[src/rtl/pipe_hazard_unit_pkg.sv]
// Shared types and constants for the hazard/forwarding controller.
// Stage numbering: 0=D, 1=E, 2=M, ..., DEPTH=W.
package pipe_haz_pkg;

    localparam int STG_D = 0;
    localparam int STG_E = 1;
    localparam int STG_M = 2;

    // Forward select value meaning "use the register file operand".
    localparam int FWD_NONE = 0;

    // Tag register-address width; covers register files up to 256 entries.
    localparam int TAG_AW = 8;

    function automatic int sel_width(input int depth);
        return (depth < 1) ? 1 : $clog2(depth + 1);
    endfunction

    typedef struct packed {
        logic              valid;
        logic              wr_en;
        logic [TAG_AW-1:0] wa;
        logic              load;
    } tag_t;

endpackage

[src/rtl/pipe_hazard_unit_if.sv]
// Datapath <-> hazard unit bundle.
// master: datapath side; slave: hazard unit side.
interface pipe_hazard_unit_if #(
    parameter int NRD = 2,
    parameter int AW  = 4,
    parameter int SW  = 2,
    parameter int CW  = 16
);
    logic [NRD-1:0]    rs_valid_d;
    logic [NRD*AW-1:0] rs_addr_d;
    logic              wr_en_d;
    logic [AW-1:0]     wa_d;
    logic              load_d;
    logic              redirect_e;
    logic              stall_f;
    logic              stall_d;
    logic              flush_d;
    logic              flush_e;
    logic [NRD*SW-1:0] fwd_sel_e;
    logic [CW-1:0]     stall_cnt;

    modport master (
        output rs_valid_d, rs_addr_d, wr_en_d,
        output wa_d, load_d, redirect_e,
        input  stall_f, stall_d, flush_d,
        input  flush_e, fwd_sel_e, stall_cnt
    );

    modport slave (
        input  rs_valid_d, rs_addr_d, wr_en_d,
        input  wa_d, load_d, redirect_e,
        output stall_f, stall_d, flush_d,
        output flush_e, fwd_sel_e, stall_cnt
    );
endinterface

[src/rtl/pipe_hazard_unit_tag_stage.sv]
// One destination-tag register of the shadow pipeline.
// Reset and bubble both leave the stage empty.
module pipe_haz_tag_stage
    import pipe_haz_pkg::*;
(
    input  logic clk,
    input  logic reset,
    input  logic bubble,
    input  tag_t d,
    output tag_t q
);

    // Advance the tag one stage, or insert an empty slot.
    always_ff @(posedge clk) begin
        if (!reset || bubble) begin
            q <= '0;
        end else begin
            q <= d;
        end
    end

endmodule

[src/rtl/pipe_hazard_unit.sv]
// Hazard and forwarding controller for the in-order pipeline.
// Macro PIPE_HAZ_FWD_EN enables E-stage forwarding; else stall to W.
module pipe_hazard_unit
    import pipe_haz_pkg::*;
#(
    parameter int NREG      = 16,
    parameter int NRD       = 2,
    parameter int DEPTH     = 3,
    parameter int LOAD_RDY  = 3,
    parameter int NOFWD_REG = 15,
    parameter int CW        = 16,
    localparam int AW       = $clog2(NREG),
    localparam int SW       = sel_width(DEPTH)
) (
    input logic clk,
    input logic reset,
    pipe_hazard_unit_if.slave hz
);

    tag_t              tag_d;
    tag_t              stg [STG_E:DEPTH];
    logic [NRD-1:0]    rs_valid_e;
    logic [NRD*AW-1:0] rs_addr_e;
    logic              lu_win;
    logic              lu_any;
    logic              lu;
    logic [NRD*SW-1:0] fwd;
    logic [CW-1:0]     cnt;

    function automatic logic hit(
        input tag_t          t,
        input logic          v,
        input logic [AW-1:0] r
    );
        return t.valid && t.wr_en && v &&
               (t.wa == TAG_AW'(r)) &&
               (r != AW'(NOFWD_REG));
    endfunction

    // Tag describing the instruction currently in D.
    always_comb begin
        tag_d       = '0;
        tag_d.valid = 1'b1;
        tag_d.wr_en = hz.wr_en_d;
        tag_d.wa    = TAG_AW'(hz.wa_d);
        tag_d.load  = hz.load_d;
    end

    for (genvar s = STG_D + 1; s <= DEPTH; s++) begin : g_stg
        if (s == STG_E) begin : g_e
            pipe_haz_tag_stage u_tag (
                .clk    (clk),
                .reset  (reset),
                .bubble (hz.flush_e),
                .d      (tag_d),
                .q      (stg[s])
            );
        end else begin : g_mw
            pipe_haz_tag_stage u_tag (
                .clk    (clk),
                .reset  (reset),
                .bubble (1'b0),
                .d      (stg[s-1]),
                .q      (stg[s])
            );
        end
    end

    // E-stage sources travel with the E tag; a bubble reads nothing.
    always_ff @(posedge clk) begin
        if (!reset || hz.flush_e) begin
            rs_valid_e <= '0;
        end else begin
            rs_valid_e <= hz.rs_valid_d;
        end
        rs_addr_e <= hz.rs_addr_d;
    end

    // D-source dependencies: any in-flight producer, or a load not yet ready.
    always_comb begin
        lu_win = 1'b0;
        lu_any = 1'b0;
        for (int p = 0; p < NRD; p++) begin
            for (int s = STG_E; s <= DEPTH; s++) begin
                if (hit(stg[s], hz.rs_valid_d[p],
                        hz.rs_addr_d[p*AW +: AW])) begin
                    lu_any = 1'b1;
                    if (stg[s].load && (s <= LOAD_RDY - 2)) begin
                        lu_win = 1'b1;
                    end
                end
            end
        end
    end

    // Forward select per E port; scanning old to young lets youngest win.
    always_comb begin
        fwd = {NRD{SW'(FWD_NONE)}};
        for (int p = 0; p < NRD; p++) begin
            for (int s = DEPTH; s >= STG_M; s--) begin
                if (hit(stg[s], rs_valid_e[p],
                        rs_addr_e[p*AW +: AW])) begin
                    fwd[p*SW +: SW] = SW'(s);
                end
            end
        end
    end

`ifdef PIPE_HAZ_FWD_EN
    logic unused_dep;
    assign unused_dep   = lu_any;
    assign lu           = lu_win;
    assign hz.fwd_sel_e = fwd;
`else
    logic unused_dep;
    assign unused_dep   = lu_win ^ (^fwd);
    assign lu           = lu_any;
    assign hz.fwd_sel_e = '0;
`endif

    // Redirect beats stall: the D instruction is wrong-path.
    assign hz.stall_f = lu & ~hz.redirect_e;
    assign hz.stall_d = lu & ~hz.redirect_e;
    assign hz.flush_e = lu | hz.redirect_e;
    assign hz.flush_d = hz.redirect_e;

    // Saturating count of D stall cycles.
    always_ff @(posedge clk) begin
        if (!reset) begin
            cnt <= '0;
        end else if (hz.stall_d && (cnt != '1)) begin
            cnt <= cnt + CW'(1);
        end
    end

    assign hz.stall_cnt = cnt;

endmodule

[src/flat_wrapper.sv]
// flat-port wrapper written by rule: the top's interface ports become plain ports
module pipe_hazard_unit_flat import pipe_haz_pkg::*;
#(
    parameter int NREG      = 16,
    parameter int NRD       = 2,
    parameter int DEPTH     = 3,
    parameter int LOAD_RDY  = 3,
    parameter int NOFWD_REG = 15,
    parameter int CW        = 16,
    localparam int AW       = $clog2(NREG),
    localparam int SW       = sel_width(DEPTH)
)
  (clk, reset, hz_rs_valid_d, hz_rs_addr_d, hz_wr_en_d, hz_wa_d, hz_load_d, hz_redirect_e, hz_stall_f, hz_stall_d, hz_flush_d, hz_flush_e, hz_fwd_sel_e, hz_stall_cnt);
  pipe_hazard_unit_if #(.NRD(NRD), .AW((4)), .SW((2)), .CW(CW)) hz_i ();
  input logic clk;
  input logic reset;
  input wire logic [$bits(hz_i.rs_valid_d)-1:0] hz_rs_valid_d;
  input wire logic [$bits(hz_i.rs_addr_d)-1:0] hz_rs_addr_d;
  input wire logic [$bits(hz_i.wr_en_d)-1:0] hz_wr_en_d;
  input wire logic [$bits(hz_i.wa_d)-1:0] hz_wa_d;
  input wire logic [$bits(hz_i.load_d)-1:0] hz_load_d;
  input wire logic [$bits(hz_i.redirect_e)-1:0] hz_redirect_e;
  output wire logic [$bits(hz_i.stall_f)-1:0] hz_stall_f;
  output wire logic [$bits(hz_i.stall_d)-1:0] hz_stall_d;
  output wire logic [$bits(hz_i.flush_d)-1:0] hz_flush_d;
  output wire logic [$bits(hz_i.flush_e)-1:0] hz_flush_e;
  output wire logic [$bits(hz_i.fwd_sel_e)-1:0] hz_fwd_sel_e;
  output wire logic [$bits(hz_i.stall_cnt)-1:0] hz_stall_cnt;
  assign hz_i.rs_valid_d = hz_rs_valid_d;
  assign hz_i.rs_addr_d = hz_rs_addr_d;
  assign hz_i.wr_en_d = hz_wr_en_d;
  assign hz_i.wa_d = hz_wa_d;
  assign hz_i.load_d = hz_load_d;
  assign hz_i.redirect_e = hz_redirect_e;
  assign hz_stall_f = hz_i.stall_f;
  assign hz_stall_d = hz_i.stall_d;
  assign hz_flush_d = hz_i.flush_d;
  assign hz_flush_e = hz_i.flush_e;
  assign hz_fwd_sel_e = hz_i.fwd_sel_e;
  assign hz_stall_cnt = hz_i.stall_cnt;
  pipe_hazard_unit #(.NREG(NREG), .NRD(NRD), .DEPTH(DEPTH), .LOAD_RDY(LOAD_RDY), .NOFWD_REG(NOFWD_REG), .CW(CW)) u_core (.clk(clk), .reset(reset), .hz(hz_i));
endmodule
[config.mk]
export PLATFORM = sky130hd
export DESIGN_NAME = pipe_hazard_unit_flat
export DESIGN_NICKNAME = d
export VERILOG_FILES = /design/src/rtl/pipe_hazard_unit_pkg.sv /design/src/rtl/pipe_hazard_unit_if.sv /design/src/rtl/pipe_hazard_unit_tag_stage.sv /design/src/rtl/pipe_hazard_unit.sv /design/src/flat_wrapper.sv
export SDC_FILE = /design/constraint.sdc
export NUM_CORES = 1
export LEC_CHECK = 0
export ABC_AREA = 1
export CORE_ASPECT_RATIO = 1.25
export CORE_MARGIN = 5
export CORE_UTILIZATION = 46
export DETAILED_ROUTE_END_ITERATION = 6
export PLACE_DENSITY = 0.79
export SLEW_MARGIN = 20
export SYNTH_ARGS = -nofsm -noshare
export SYNTH_HDL_FRONTEND = slang
export SYNTH_SLANG_ARGS = --single-unit
[constraint.sdc]
create_clock -name clk -period 1.8 [get_ports clk]
set_input_delay 0.27 -clock clk [delete_from_list [all_inputs] [get_ports clk]]
set_output_delay 0.27 -clock clk [all_outputs]
set_load 0.1 [all_outputs]
==> impl_results.md, run 1 <==
* Required @ worst endpoint at roughly 1500 ps
* Cts hold-fix bufs at 0
* CTS tree: built
* Combinational fraction of design power at between 10% and 20%
* Most frequent cells in the layout: nand2_1, inv_1, nor2_1, buf_4, nand3_1
* Maximum clock rate at between 500 and 600 MHz
* Setup TNS at -422.6 ps
* Most common cell after layout, fill and taps aside: nand2_1
* Inserted Clock Buffers at 5
* Area Overhead vs Synth at 41.83%
* Fill cell count at 375
* IO Port Bufs at 37
* GRT overflow at 0
* Worst path slowest cell: dfxtp_2
* Drt pass-1 iters at 4
* Worst skew pair latency at just under 300 ps
* CP endpoint kind: primary output
* Distinct cells, synth at 25
* Yosys reg bits at 34
* Final core utilization at 68.08%
* Synth area leaders: dfxtp_1, nand2_1, inv_1, nor2_1, nand4_1
* Die ar. at around 5700 um^2
* # IOs at 43
* Setup Crit Path Kind: reg2out
* Clock power frac at around 37%
* Placed inst area at around 2700 um^2
* Global-route wire length before repair at between 8000 and 9000 um
* Status: finished with violations
* CP Launch Point: u_core.g_stg[1].g_e.u_tag.q[1]
* Rows at 26
* Top cell type's share of synthesized area at approximately 34%
* Sw Pwr at approximately 0.42 mW
* Share of cells above drive strength 1 at between 20% and 30%
* Gate Count Post-Synth at roughly 310
* Setup Viol. Count Final at 3
* Reg2reg path depth at 12
* Leakage at approximately 1.3 nW
* Final Cell Area at 2813 um^2
* Reg clk slew, reported paths at ~70 ps
* RePlAce Congestion at roughly 0.9
* Seq. cell area at ~740 um^2
* DR vias at 2,053
* Global-route usage over all layers at a little under a fifth
* Fin worst setup slack at -156.7 ps
* Die Y-Extent at between 80 and 90 um
* Post-DR vias/cell at approximately 4.9
* Final Max Tran Viols at 0
* Initial antenna violation count at 0
* Nets@finish at around 380
* Hold path depth at 2
* Die W at between 60 and 70 um
* Failing checks: setup timing
* Pwr Density at around 550 nW/um^2
* RSZ-0062 raised after global routing: true
* Hold path startpoint: u_core.g_stg[1].g_e.u_tag.q[10]
* Sw Ratio at approximately 27%
* Yosys warns at 0
* WL per Instance at between 10 and 15 um
* Area of the multi-input gates at roughly 1100 um^2
* Ant. Diodes at 0
* Root Driver: clkbuf_8
* Max FO, Critical Path at 4
* Crit path cell chain: inv_2 -> nand2_1 -> nand2_1 -> nor2_2 -> nand3_1 -> nand3_1 -> nand2_2 -> nand2_4 -> inv_4 -> nor2_4 -> buf_12
* Postcts setup bufs at 0
* CP peak stage delay at 360 ps
* Largest net degree at the start of global routing at 18
* CORE AREA at a little over 4000 um^2
* Setup Skew at 6.746 ps
* H-tree depth at 2
* Seq pwr share at 48.8%
* Initial DRC count at 84
* Initial Util at 48.00%
* Clk buf depth at 2
* Post-route ant nets at 0
* Max-cap violations at 0
* Part of the cycle the worst path needs at 108.7%
* Dpl hpwl at between 3000 and 4000 um
* Final wirelength at 5192 um
* Clock Sinks at 34
* Leading area contributor after synthesis: dfxtp_1
* Worst vdd ir at 0.0004322 V
* FF-to-FF setup slack at about 100 ps
* Critical Path Source Type: flip-flop
* Syn_area_per_cell at ~6.4 um^2
* Place WS at -401.4 ps
* Seq/Total Area, Yosys at around a third
* Internal Pwr Total at 1.138 mW
* CP arrival at about 1700 ps
* Hold Path Class: reg2reg
* Vias in the first global route at a little under 2,000
* Fin. Hold Viols at 0
* Worst flop-to-flop path startpoint: u_core.g_stg[1].g_e.u_tag.q[1]
* Post-Syn Area at ~2000 um^2
* Residual DRC at 0
* Tmin final at between 1500 and 2000 ps
-- cell type report --
cell class | instances | area share [%]
inverter | 48 | 6.495
clock buffer | 8 | 3.203
tap | 56 | 2.491
multi-input combinational | 217 | 39.50
timing repair buffer | 53 | 21.89
sequential | 34 | 26.42
-- cells by family after synthesis --
group                      share of synthesized area, %
and+or+nand+nor                                   40.13
buffers and inverters                             13.12
DFF                                               34.32
xor gates and xnor gates                          7.508
AOI/OAI and AO/OA                                 4.101
adders and majority gates                        0.6308
other                                            0.1891
-- registers in the layout, indices dropped and copies added (netlist names) --
register                   count
u_core.g_stg.g_e.u_tag.q       6
u_core.g_stg.g_mw.u_tag.q     12
u_core.hz.stall_cnt           16
-- cells in the mapped netlist --
cell type	number
nand2_1	101
inv_1	38
dfxtp_1	34
nor2_1	32
nand3_1	19
nand4_1	17
a21oi_1	13
xnor2_1	11
inv_2	9
buf_4	6
xor2_1	6
clkbuf_1	5
nand2_2	3
nand3_4	2
o21ai_1	2
a31oi_1	1
and3_1	1
buf_2	1
buf_6	1
clkinv_1	1
conb_1	1
ha_1	1
nor2_2	1
nor3_4	1
nor3b_2	1
-- worst max-delay path: cells and delay by family (launching register included) --
family | cells | cell delay (ps)
buffers and inverters | 3 | 270
DFF | 1 | 360
and+or+nand+nor | 8 | 760
-- power by group through the flow --
stage / Sequential [mW] / Clock [mW] / Combinational [mW]
after floorplan: 0.776 / 0 / 0.137
after global placement: 0.779 / 0 / 0.222
after detailed placement: 0.779 / 0 / 0.223
after CTS: 0.762 / 0.591 / 0.218
after global routing: 0.761 / 0.628 / 0.241
final: 0.760 / 0.578 / 0.221
-- metal layers --
| metal | part of all wire [%] | track usage, % |
|---|---|---|
| met1 | 40 | 21.21 |
| met2 | 52 | 32.49 |
| met3 | 5.5 | 4.865 |
| met4 | 2.3 | 7.801 |
| met5 | 0 | 0 |
-- final timing paths --
check,end
worst max-delay path,hz_stall_f
worst min-delay path,u_core.g_stg[2].g_mw.u_tag.q[10]
worst max register to register,u_core.hz.stall_cnt[11]
worst min register to register,u_core.g_stg[2].g_mw.u_tag.q[10]
-- per-stage QoR --
| stage | instances | total power, mW | hold slack, ps |
|---|---|---|---|
| final | 416 | 1.559 | 443.7 |
| after global routing | 416 | 1.629 | 461.1 |
| after CTS | 415 | 1.570 | 443.9 |
| after detailed placement | 407 | 1.002 | 434.8 |
| after global placement | 407 | 1.001 | 426.7 |
| after floorplan | 311 | 0.9134 | 374.8 |
-- repair_timing --
item	4_1_cts	5_1_grt
resized for setup	13	8
pin swaps	6	5
endpoints found under the setup margin	19	7
cloned	0	1
(Power assumes the default switching activity.)
==> run 2: changes to the inputs <==
CELL_PAD_IN_SITES_DETAIL_PLACEMENT = 0   (was unset)
CELL_PAD_IN_SITES_GLOBAL_PLACEMENT = 1   (was unset)
CORE_UTILIZATION = 31   (was 46)
PLACE_DENSITY = 0.78   (was 0.79)
==> run 2 against run 1 <==
Compared with the run above:
- the run still ends with setup timing left
- wire length grew 2.0%
- first-iteration DRC count down 32%
- combinational power hardly changed
- non-clock buffer count is 1 lower
- worst setup slack improved by 80 ps
- clock-buffer cell count did not move
- clock skew fell by 2.1 ps
- sequential share of layout area decreased by 1.0 points
- clock power up 15%
- sequential power is essentially flat
- power rose by 5.6%
- register-to-register slack gained 30 ps
- largest cell class unchanged
- largest power group unchanged
==> impl_results.md, run 2 (synthesis gave the netlist of run 1 again) <==
* Status: finished with violations
* Largest net degree at the start of global routing at 18 (unchanged)
* GRT overflow at 0 (unchanged)
* Combinational fraction of design power at 13.5% (-0.7 points)
* Setup Viol. Count Final at 3 (unchanged)
* Critical Path Source Type: flip-flop
* # IOs at 43 (unchanged)
* Max FO, Critical Path at 4 (unchanged)
* Area Overhead vs Synth at 48.14%
* Worst vdd ir at 0.0003651 V (-16%)
* Max-cap violations at 0 (unchanged)
* Worst skew pair latency at 290 ps (about the same)
* Hold Path Class: reg2reg
* Setup Crit Path Kind: reg2out
* Post-Layout Cell Count at 444 (+6.7%)
* Rows at 32 (+23%)
* Clock power frac at 40.4% (+3.3 points)
* CP arrival at 1610 ps (-80 ps)
* Initial DRC count at 57 (-32%)
* Placed inst area at 2775 um^2 (+2.6%)
* CORE AREA at 6206 um^2 (+50%)
* Drt pass-1 iters at 4 (unchanged)
* Setup Skew at 4.631 ps (-2.115 ps)
* Failing checks: setup timing
* Vias in the first global route at 2,012 (+4.1%)
* Most common cell after layout, fill and taps aside: nand2_1
* Post-route ant nets at 0 (unchanged)
* Initial antenna violation count at 0 (unchanged)
* Tmin final at 1877 ps (-79.97 ps)
* Clk buf depth at 2 (unchanged)
* H-tree depth at 2 (unchanged)
* Post-DR vias/cell at 4.493 (-9.0%)
* Design Power at 1.645 mW (+5.6%)
* Seq pwr share at 46.1% (-2.7 points)
* Initial Util at 31.96% (-16 points)
* Reg clk slew, reported paths at 70 ps (about the same)
* Met3 WL at 172 um (-40%)
* Fin. Hold Viols at 0 (unchanged)
* Dpl hpwl at 4031 um (+2.6%)
* # placed instances at 434 (+6.6%)
* Die ar. at 8107 um^2 (+41%)
* Final Max Tran Viols at 0 (unchanged)
* M1 WL at 2285 um (+10%)
* Max reg flops at 16 (unchanged)
* Internal Pwr Total at 1.212 mW (+6.5%)
* Sw Pwr at 0.4332 mW (+3.0%)
* Leakage at 1.311 nW (+1.9%)
* Place WS at -416.0 ps (-14.60 ps)
* Required @ worst endpoint at 1530 ps (about the same)
* Global-route usage over all layers at 14.00% (-4.9 points)
* Part of the cycle the worst path needs at 104.3% (-4.4 points)
* Share of cells above drive strength 1 at 29.81% (+2.6 points)
* Most frequent cells in the layout: nand2_1, inv_1, nor2_1, nand3_1, buf_12
* Nets@finish at 378 (-0.26%)
* Ant. Diodes at 0 (unchanged)
* Inserted Clock Buffers at 5 (unchanged)
* Max Used Layer: met4
* Met2 wire len at 2733 um (+0.66%)
* Die W at 81.54 um (+19%)
* Pwr Density at 560.1 nW/um^2 (+1.1%)
* Worst Hold Slack at 443.3 ps (-0.3060 ps)
* CP endpoint kind: primary output
* WL per Instance at 11.93 um (-4.4%)
* Sw Ratio at 26.33% (-0.65 points)
* Global-route wire length before repair at 8894 um (+6.5%)
* Clock Sinks at 34 (unchanged)
* Final Cell Area at 2938 um^2 (+4.4%)
* Final wirelength at 5298 um (+2.0%)
* CTS tree: built
* IO Port Bufs at 37 (unchanged)
* Root Driver: clkbuf_8
* Residual DRC at 0 (unchanged)
* Die Y-Extent at 99.43 um (+19%)
* RePlAce Congestion at 0.8396 (-6.9%)
* Maximum clock rate at 532.9 MHz (+4.3%)
* Setup TNS at -211.9 ps (+210.7 ps)
* Final core utilization at 47.34% (-21 points)
* DR vias at 1,995 (-2.8%)
* Fin worst setup slack at -76.69 ps (+79.97 ps)
* RSZ-0062 raised after global routing: true
==> run 2: cell count changes in the layout (fill, tap and decap cells not counted), sizes merged <==
cell	delta
buf	-1
==> run 2: cell type report <==
| type | count | area [um^2] |
|---|---|---|
| repair buffers | 52 | 661.9 |
| clock buffers | 8 | 110.1 |
| flip-flops and latches | 34 | 745.7 |
| well taps | 85 | 106.4 |
| multi-input cells | 217 | 1131 |
| fillers | 627 | 3268 |
| inverters | 48 | 182.7 |
==> run 2: final timing paths <==
kind	start	to	slack, ps	cells past startpoint
min reg2reg	u_core.g_stg[1].g_e.u_tag.q[10]	u_core.g_stg[2].g_mw.u_tag.q[10]	440	2
max reg2reg	u_core.hz.stall_cnt[0]	u_core.hz.stall_cnt[9]	130	9
min	u_core.g_stg[1].g_e.u_tag.q[10]	u_core.g_stg[2].g_mw.u_tag.q[10]	440	2
max	u_core.g_stg[2].g_mw.u_tag.q[4]	hz_stall_d	-80	11
==> run 2: power by group through the flow <==
stage / clock network [mW] / registers (mW) / logic (mW)
2_1_floorplan: 0 / 0.776 / 0.137
4_1_cts: 0.689 / 0.760 / 0.221
6_report: 0.664 / 0.759 / 0.222
5_1_grt: 0.724 / 0.761 / 0.242
3_3_place_gp: 0 / 0.779 / 0.225
3_5_place_dp: 0 / 0.779 / 0.226
==> run 2: per-layer routing <==
metal  GRT usage, %  vias up
li1               -     1043
met1          15.70      904
met2          25.60       39
met3          2.264        9
met4          5.592        0
met5              0        -
==> run 2: worst max-delay path: stages, from the launching register on <==
cell	delay, ps
dfxtp_2	360
inv_2	40
nand2_1	50
nand2_1	60
nor2_2	130
nand3_1	80
nand3_1	80
nand2_2	70
nand2_4	80
inv_4	40
nor2_4	140
buf_12	190
==> run 2: timing repair <==
| action | in CTS | in global routing |
|---|---|---|
| hold buffers | 0 | 0 |
| gates cloned | 0 | 1 |
| pin swaps | 12 | 3 |
| resized for setup | 22 | 10 |
| setup endpoints to repair | 19 | 18 |
| hold endpoints to repair | 0 | 0 |
| buffers inserted | 1 | 0 |
==> run 3: changes to the inputs <==
ABC_CLOCK_PERIOD_IN_PS = 1800   (was unset)
CTS_CLUSTER_DIAMETER = 100   (was unset)
GPL_ROUTABILITY_DRIVEN = 1   (was unset)
==> results of run 3 <==
Final layout, timing and power as in run 2 (identical DEF).
